--- src/rtl/seven_seg_scanner_if.sv ---
// Bundle of the pattern/control inputs and display outputs of the
// two-digit seven-segment scanner. The master side drives patterns and
// controls; the slave side (the scanner) drives the segment and digit
// buses.
interface seven_seg_scanner_if;
    logic [7:0] SevenSegDig1;
    logic [7:0] SevenSegDig2;
    logic       Load;
    logic       Enable;
    logic [2:0] Brightness;
    logic       BlankZero;
    logic [7:0] Segments;
    logic [1:0] DigitSel;
    logic       FrameDone;

    modport master (
        output SevenSegDig1, SevenSegDig2, Load, Enable, Brightness, BlankZero,
        input  Segments, DigitSel, FrameDone
    );

    modport slave (
        input  SevenSegDig1, SevenSegDig2, Load, Enable, Brightness, BlankZero,
        output Segments, DigitSel, FrameDone
    );
endinterface

--- src/rtl/seven_seg_scanner.sv ---
// Two-digit multiplexed seven-segment scanner.
// Patterns are double-buffered (pending/active) so a new pattern only
// reaches the display at a frame start. Each digit gets TICK_DIV clocks,
// of which the first (Brightness+1)/8 are lit. Outputs are registered and
// are computed from the next-cycle state, so the visible timing matches a
// decode of the current state while no input reaches an output port
// without passing through a flop.
module seven_seg_scanner #(
    parameter int TICK_DIV = 16
) (
    input  logic Clk,
    input  logic Rst,
    seven_seg_scanner_if.slave bus
);

    localparam int CW   = (TICK_DIV > 2) ? $clog2(TICK_DIV) : 1;
    localparam int SLOT = TICK_DIV / 8;
    localparam logic [CW-1:0] CNT_LAST = CW'(TICK_DIV - 1);
    localparam logic [7:0]    PAT_ZERO = 8'b0011_1111;

    // Elaboration-time guard on the slot length.
    if ((TICK_DIV < 8) || ((TICK_DIV % 8) != 0)) begin : g_bad_tick_div
        $error("seven_seg_scanner: TICK_DIV must be a multiple of 8 and at least 8");
    end

    typedef enum logic [1:0] {
        IDLE    = 2'b00,
        SCAN_D1 = 2'b01,
        SCAN_D2 = 2'b10
    } state_t;

    // True while the slot counter is inside the lit part of the slot.
    function automatic logic in_window(input logic [CW-1:0] cnt,
                                       input logic [2:0]    br);
        logic [CW+3:0] lim;
        lim = ((CW+4)'(br) + (CW+4)'(1'b1)) * (CW+4)'(SLOT);
        return ((CW+4)'(cnt) < lim);
    endfunction

    // True when digit 1 must be suppressed as a leading zero.
    function automatic logic blank_digit1(input logic [7:0] pat,
                                          input logic       bz);
        return bz && (pat == PAT_ZERO);
    endfunction

    state_t        state_r;
    state_t        state_nx_s;
    logic [CW-1:0] count_r;
    logic [CW-1:0] count_nx_s;
    // Pattern sets are packed as {Dig1, Dig2}.
    logic [15:0]   pend_r;
    logic [15:0]   pend_nx_s;
    logic [15:0]   act_r;
    logic [15:0]   act_nx_s;
    logic [15:0]   load_pat_s;
    logic          frame_end_s;

    logic [7:0]    segments_r;
    logic [1:0]    digit_sel_r;
    logic          frame_done_r;
    logic [7:0]    segments_nx_s;
    logic [1:0]    digit_sel_nx_s;
    logic          frame_done_nx_s;

    assign load_pat_s  = {bus.SevenSegDig1, bus.SevenSegDig2};
    assign frame_end_s = (state_r == SCAN_D2) && (count_r == CNT_LAST);

    // Next scan state and slot counter.
    always_comb begin
        state_nx_s = state_r;
        count_nx_s = count_r;
        case (state_r)
            IDLE: begin
                count_nx_s = '0;
                if (bus.Enable) begin
                    state_nx_s = SCAN_D1;
                end else begin
                    state_nx_s = IDLE;
                end
            end
            SCAN_D1, SCAN_D2: begin
                if (!bus.Enable) begin
                    state_nx_s = IDLE;
                    count_nx_s = '0;
                end else if (count_r == CNT_LAST) begin
                    state_nx_s = (state_r == SCAN_D1) ? SCAN_D2 : SCAN_D1;
                    count_nx_s = '0;
                end else begin
                    state_nx_s = state_r;
                    count_nx_s = count_r + CW'(1'b1);
                end
            end
            default: begin
                state_nx_s = IDLE;
                count_nx_s = '0;
            end
        endcase
    end

    // Double-buffered patterns: active only changes at a frame start or in idle.
    always_comb begin
        if (bus.Load) begin
            pend_nx_s = load_pat_s;
        end else begin
            pend_nx_s = pend_r;
        end

        if ((state_r == IDLE) || frame_end_s) begin
            act_nx_s = bus.Load ? load_pat_s : pend_r;
        end else begin
            act_nx_s = act_r;
        end
    end

    // Display decode of the upcoming cycle, captured into the output flops.
    always_comb begin
        segments_nx_s   = 8'h00;
        digit_sel_nx_s  = 2'b00;
        frame_done_nx_s = (state_nx_s == SCAN_D2) && (count_nx_s == CNT_LAST);
        case (state_nx_s)
            SCAN_D1: begin
                if (in_window(count_nx_s, bus.Brightness) &&
                    !blank_digit1(act_nx_s[15:8], bus.BlankZero)) begin
                    segments_nx_s  = act_nx_s[15:8];
                    digit_sel_nx_s = 2'b01;
                end else begin
                    segments_nx_s  = 8'h00;
                    digit_sel_nx_s = 2'b00;
                end
            end
            SCAN_D2: begin
                if (in_window(count_nx_s, bus.Brightness)) begin
                    segments_nx_s  = act_nx_s[7:0];
                    digit_sel_nx_s = 2'b10;
                end else begin
                    segments_nx_s  = 8'h00;
                    digit_sel_nx_s = 2'b00;
                end
            end
            default: begin
                segments_nx_s  = 8'h00;
                digit_sel_nx_s = 2'b00;
            end
        endcase
    end

    // State, pattern and output registers with synchronous reset.
    always_ff @(posedge Clk) begin
        if (Rst) begin
            state_r      <= IDLE;
            count_r      <= '0;
            pend_r       <= 16'h0000;
            act_r        <= 16'h0000;
            segments_r   <= 8'h00;
            digit_sel_r  <= 2'b00;
            frame_done_r <= 1'b0;
        end else begin
            state_r      <= state_nx_s;
            count_r      <= count_nx_s;
            pend_r       <= pend_nx_s;
            act_r        <= act_nx_s;
            segments_r   <= segments_nx_s;
            digit_sel_r  <= digit_sel_nx_s;
            frame_done_r <= frame_done_nx_s;
        end
    end

    assign bus.Segments  = segments_r;
    assign bus.DigitSel  = digit_sel_r;
    assign bus.FrameDone = frame_done_r;

endmodule

--- src/flat_wrapper.sv ---
// flat-port wrapper written by rule: the top's interface ports become plain ports
module seven_seg_scanner_flat 
#(
    parameter int TICK_DIV = 16
)
  (Clk, Rst, bus_SevenSegDig1, bus_SevenSegDig2, bus_Load, bus_Enable, bus_Brightness, bus_BlankZero, bus_Segments, bus_DigitSel, bus_FrameDone);
  seven_seg_scanner_if bus_i ();
  input  logic Clk;
  input  logic Rst;
  input wire logic [$bits(bus_i.SevenSegDig1)-1:0] bus_SevenSegDig1;
  input wire logic [$bits(bus_i.SevenSegDig2)-1:0] bus_SevenSegDig2;
  input wire logic [$bits(bus_i.Load)-1:0] bus_Load;
  input wire logic [$bits(bus_i.Enable)-1:0] bus_Enable;
  input wire logic [$bits(bus_i.Brightness)-1:0] bus_Brightness;
  input wire logic [$bits(bus_i.BlankZero)-1:0] bus_BlankZero;
  output wire logic [$bits(bus_i.Segments)-1:0] bus_Segments;
  output wire logic [$bits(bus_i.DigitSel)-1:0] bus_DigitSel;
  output wire logic [$bits(bus_i.FrameDone)-1:0] bus_FrameDone;
  assign bus_i.SevenSegDig1 = bus_SevenSegDig1;
  assign bus_i.SevenSegDig2 = bus_SevenSegDig2;
  assign bus_i.Load = bus_Load;
  assign bus_i.Enable = bus_Enable;
  assign bus_i.Brightness = bus_Brightness;
  assign bus_i.BlankZero = bus_BlankZero;
  assign bus_Segments = bus_i.Segments;
  assign bus_DigitSel = bus_i.DigitSel;
  assign bus_FrameDone = bus_i.FrameDone;
  seven_seg_scanner #(.TICK_DIV(TICK_DIV)) u_core (.Clk(Clk), .Rst(Rst), .bus(bus_i));
endmodule
--- config.mk ---
export PLATFORM = sky130hd
export DESIGN_NAME = seven_seg_scanner_flat
export DESIGN_NICKNAME = d
export VERILOG_FILES = /design/src/rtl/seven_seg_scanner_if.sv /design/src/rtl/seven_seg_scanner.sv /design/src/flat_wrapper.sv
export SDC_FILE = /design/constraint.sdc
export NUM_CORES = 1
export LEC_CHECK = 0
export ABC_AREA = 1
export CORE_ASPECT_RATIO = 1.5
export CORE_UTILIZATION = 47
export CTS_CLUSTER_SIZE = 28
export DETAILED_ROUTE_END_ITERATION = 7
export GPL_ROUTABILITY_DRIVEN = 0
export PLACE_DENSITY = 0.69
export RECOVER_POWER = 100
export SLEW_MARGIN = 20
export SYNTH_ARGS = -nofsm -noshare
export SYNTH_HDL_FRONTEND = slang
export SYNTH_SLANG_ARGS = --single-unit
--- constraint.sdc ---
create_clock -name Clk -period 5.8 [get_ports Clk]
set_input_delay 1.16 -clock Clk [delete_from_list [all_inputs] [get_ports Clk]]
set_output_delay 1.16 -clock Clk [all_outputs]
set_load 0.03 [all_outputs]
After elaboration in Yosys (flattened, before gate mapping)
Index checks and enable logic that the tools add are counted.
{ "totals": {"regBits": 49, "input_bits": 24, "output_inout_bits": 11, "word_cells": 41} }
{ "op_classes": {"n_addsub": 2, "n_lt_le_gt_ge": 1, "eq_ne": 7, "n_mux": 16, "reduce_logical": 8} }
{ "ops": {"columns": ["op", "n"], "rows": [
  ["$mux W16", 2],
  ["$mux W8", 2],
  ["$pmux W8 S2", 1],
  ["$mux W4", 3],
  ["$eq A4 B4 Y1 const B", 2],
  ["$eq A8 B6 Y1 const B", 1],
  ["$lt A4 B8 Y1", 1],
  ["$mux W2", 4],
  ["$pmux W2 S2", 2],
  ["$add A3 B1 Y4 const B", 1],
  ["$add A4 B1 Y4 const B", 1],
  ["$eq A2 B1 Y1 const B", 2],
  ["$eq A2 B2 Y1 const B", 2],
  ["$logic_and A1 B1 Y1", 4],
  ["$logic_not A2 Y1", 1],
  ["$mux W1", 2],
  ["$reduce_or A2 Y1", 1],
  ["$logic_not A1 Y1", 1],
  ["$logic_or A1 B1 Y1", 1]
]} }

Logic depth before layout (Yosys ltp)
{ "logic_depth": {"ltp_word": 10, "mapped_depth": 16, "depth_no_buf": 15} }

Worst setup path after synthesis
OpenSTA, ideal clock, no wires.
{ "synth_timing": {"path_type": "input-to-reg", "startpoint": "input port bus_Enable", "endpoint": "register u_core.segments_r[0], in the netlist u_core.bus.Segments[0]", "setup_ns": 0.059, "arrival_ns": 2.623, "required_time_ns": 5.741, "path_slack_ns": 3.118, "cell_stages": 9, "path_buffers": 1, "path_cell_list": "nand2_1 > nor3_1 > ha_1 > or2_1 > clkbuf_1 > nor2_1 > nand2_1 > or2_2 > nand2_1"} }
{ "synth_via": {"elab_cells_between_ends": 12, "classes_between": "order compare (1); eq/ne (2); mux (8); reduce/logical (1)"} }
{ "synth_lines": {"columns": ["item", "line_no", "rtl"], "rows": [
  ["from (decl)", "flat_wrapper.sv:13", "input wire logic [$bits(bus_i.Enable)-1:0] bus_Enable;"],
  ["$mux W2 (*)", "seven_seg_scanner.sv:82", "if (!bus.Enable) begin"],
  ["$pmux W2 S2 (*)", "seven_seg_scanner.sv:72", "case (state_r)"],
  ["named net u_core.state_nx_s[1]", "seven_seg_scanner.sv:47", "state_t state_nx_s;"],
  ["$eq A2 B2 Y1 or $eq A2 B1 Y1 (tied branches)", "seven_seg_scanner.sv:120", "case (state_nx_s)"],
  ["$pmux W8 S2 (*)", "seven_seg_scanner.sv:120", null],
  ["to (signal assigned)", "seven_seg_scanner.sv:162", "segments_r <= segments_nx_s;"],
  ["to (decl)", "seven_seg_scanner.sv:58", "logic [7:0] segments_r;"]
]} }
The timed path passes the listed nets; every way through them passes the cells marked *.
A chain may end at the register's enable or synchronous reset.

==> summary.txt <==
Clock tree
  • Reg clk slew, reported paths: 0.09 ns
  • Hold-fix buffers at CTS: 0
  • Skew-Pair Late Insertion Delay: 0.31 ns
  • Clock sink count: 49
  • PostCTS Resize Cnt: 0
  • H-tree depth: 2
  • Root Buffer: clkbuf_8
  • Max Root-Sink Buffers: 2
  • Post-CTS Setup Repair Bufs: 0
  • CTS tree: yes
  • Num CTS Buffers: 5

Timing
  • Slew @ Worst Pin: 1.68 ns
  • Crit path time final: 3.72 ns
  • # setup viols final: 0
  • Hold WS: 0.483 ns
  • Max-slew headroom: -11.7%
  • Setup TNS: 0 ns
  • Unrepaired setup endpoints after global routing: false
  • Fin. Hold Viols: 0
  • Worst clock skew: 0.00723 ns
  • Period utilization: 64.1%
  • Max Clk Rate: 269 MHz
  • Slew Viols, Final: 41

Worst setup path
  • Critical Path RT: 6.00 ns
  • Most used cell, CP: nand2_1
  • Crit path max-delay family: buffers and inverters
  • Critical-path cell list: dlygate4sd3_1, clkbuf_1, or2_0, nor2_1, nand2_1, or2_2, nand2_1
  • Worst path slowest cell: clkbuf_1
  • Biggest cell delay along the critical path: 1.21 ns
  • Setup CP Type: input pin to flop
  • Crit path DAT: 3.92 ns
  • Maximum fanout along the worst path: 40
  • Setup crit end kind: flop
  • Setup crit start kind: input pin
  • Buf/Inv on CP: 2

Detailed routing
  • Routed wire length per instance: 11.3 µm
  • Detailed-route DRC error count: 3
  • Via Count: 1722
  • Final Routed Wirelength: 4040 µm
  • Metal1 wirelength: 1710 µm
  • Met3 Wirelength: 150 µm
  • Antenna-violating nets left: 0
  • Top Layer Used: met4
  • DR WL met2: 2100 µm
  • DR vias/cell: 4.81
  • Iter 0 DRT Violations: 64
  • DRT Pass-1 Iters: 6

Final layout
  • Most frequent cells in the layout: 52 x nor2_1, 49 x dfxtp_1, 44 x nand2_1, 32 x inv_1, 22 x clkdlybuf4s50_1
  • # diodes: 0
  • Final core utilization: 59.1%
  • Cell area after layout: 2660 µm²
  • Commonest non-fill, non-tap cell in the layout: nor2_1
  • Area Overhead vs Synth: 21.8%
  • Share of cells above drive strength 1: 10.0%
  • Layout filler cell count: 414
  • Nets: 343

Die
  • Vert. Die Dim: 85.5 µm
  • Row cnt: 30
  • Effective utilization at floorplan: 48.5%
  • Die width: 57.7 µm
  • Core box area: 4500 µm²
  • IO Pins: 35
  • Die area: 4930 µm²

Placement
  • Input/output buffers: 34
  • Dpl cell area: 2530 µm²
  • DP Wirelength: 2980 µm

Global route
  • First-pass GRT wire length: 6980 µm
  • Vias in the first global route: 1628
  • GRT overflow: 0
  • Initial antenna violation count: 0
  • Pin count of the biggest net entering global routing: 41
  • GRT Total Usage: 18.6%

Yosys
  • EDFF count, synth: 0
  • Register area share after synthesis: 44.9%
  • Ys Warns: 0
  • Synth unique cells: 31
  • Largest area contributor in the netlist: dfxtp_1
  • Syn Nets: 311
  • Area contributors post-synth: dfxtp_1 45%, nor2_1 8.9%, nand2_1 7.6%
  • Avg Cell Area, Syn: 7.89 µm²
  • Cells after Synth: 277
  • Post-Syn Area: 2180 µm²
  • Asr flop ratio synth: 0%
  • Share of the synthesized area in the top cell type: 44.9%
  • Synthesized flop and latch total: 49
  • Synth Flop Type: dfxtp_1

Power and ir drop
  • Worst ir drop on vdd: 0.180 mV
  • Leakage power: 0.00130 µW
  • Total chip power: 738 µW
  • Int Pwr: 567 µW
  • Switching fraction of total power: 23.2%
  • NetSw: 171 µW
  • Total power per unit cell area: 277 nW/µm²
  • Sequential power share: 48.7%
  • Clock power share: 39.0%
  • Comb power frac: 12.4%

Status
  • Violated checks: DRC, capacitance limit, slew limit
  • Status: complete, but fails checks

Min path
  • Hold Path Class: flop to flop

Job
  • Max cap viols: 1
[final timing paths]
kind,start,endpoint,slack [ns],depth (start not counted)
worst max-delay path,Rst,u_core.bus.Segments[1]$_SDFF_PP0_,2.08,7
worst min-delay path,u_core.pend_r[11]$_SDFF_PP0_,u_core.pend_r[11]$_SDFF_PP0_,0.48,2
worst max register to register,u_core.count_r[0]$_SDFF_PP0_,u_core.bus.Segments[1]$_SDFF_PP0_,2.80,15
worst min register to register,u_core.pend_r[11]$_SDFF_PP0_,u_core.pend_r[11]$_SDFF_PP0_,0.48,2
[cell families (layout without fill, tap and decap cells)]
logic type      Yosys count  after routing  share of synthesized area [%]
buf+inv                  43             76                           8.71
simple gates            143            143                           31.0
flops                    49             49                           44.9
xor+xnor                  1              1                          0.401
compound gates           23             23                           5.56
mux                       8              8                           3.67
fa+ha+maj                10             10                           5.73
[power groups by stage]
stage	sequential, µW	combinational (µW)	clock (µW)
after global routing	361	105	306
final	359	91.3	287
after CTS	359	93.7	294
after floorplan	370	60.2	0
after detailed placement	367	93.1	0
after global placement	367	92.0	0
[sequential cells by signal, summed over array words and instances, names as in the netlist]
signal,cells
u_core.bus.FrameDone,1
u_core.pend_r,16
u_core.bus.Segments,8
u_core.act_r,16
u_core.count_r,4
u_core.bus.DigitSel,2
u_core.state_r,2
[synthesized netlist by cell type (2+ instances only)]
master / number
o21ai_0: 12
nand2_1: 44
clkbuf_1: 4
mux2i_1: 8
nor3_1: 4
or2_2: 8
o21ai_1: 7
nor2_1: 52
nand2_4: 3
dfxtp_1: 49
nand2_2: 6
nand4_1: 2
nand3_1: 16
nand3b_1: 2
ha_1: 10
a21oi_1: 2
buf_4: 3
inv_1: 32
[cell type report]
| class | instances | area, µm² | area share, % |
|---|---|---|---|
| multi-input combinational | 185 | 1010 | 38.1 |
| sequential | 49 | 981 | 36.9 |
| timing repair buffer | 35 | 344 | 12.9 |
| inverter | 33 | 124 | 4.66 |
| clock buffer | 5 | 68.8 | 2.59 |
| clock inverter | 3 | 68.8 | 2.59 |
| tap | 48 | 60.1 | 2.26 |
[tightest hold or removal path: cells and delay by family, from the launching register on]
| kind | cells | cell delay (ns) |
|---|---|---|
| and+or+nand+nor | 1 | 0.07 |
| AOI/OAI and AO/OA | 1 | 0.07 |
| DFF | 1 | 0.32 |
[stage by stage]
| stage | instances | setup slack [ns] |
|---|---|---|
| floorplan | 277 | 3.12 |
| global placement | 350 | 2.38 |
| detailed placement | 350 | 2.36 |
| CTS | 358 | 2.67 |
| global route | 358 | 1.74 |
| finish | 358 | 2.08 |
[metal layers]
metal  up-vias  global-route usage, %
met5         -                      0
met4         0                   8.23
met3         6                   4.07
met2        33                   33.2
met1       755                   20.7
li1        928                      -
No activity file was read; power rests on OpenSTA's default activity.
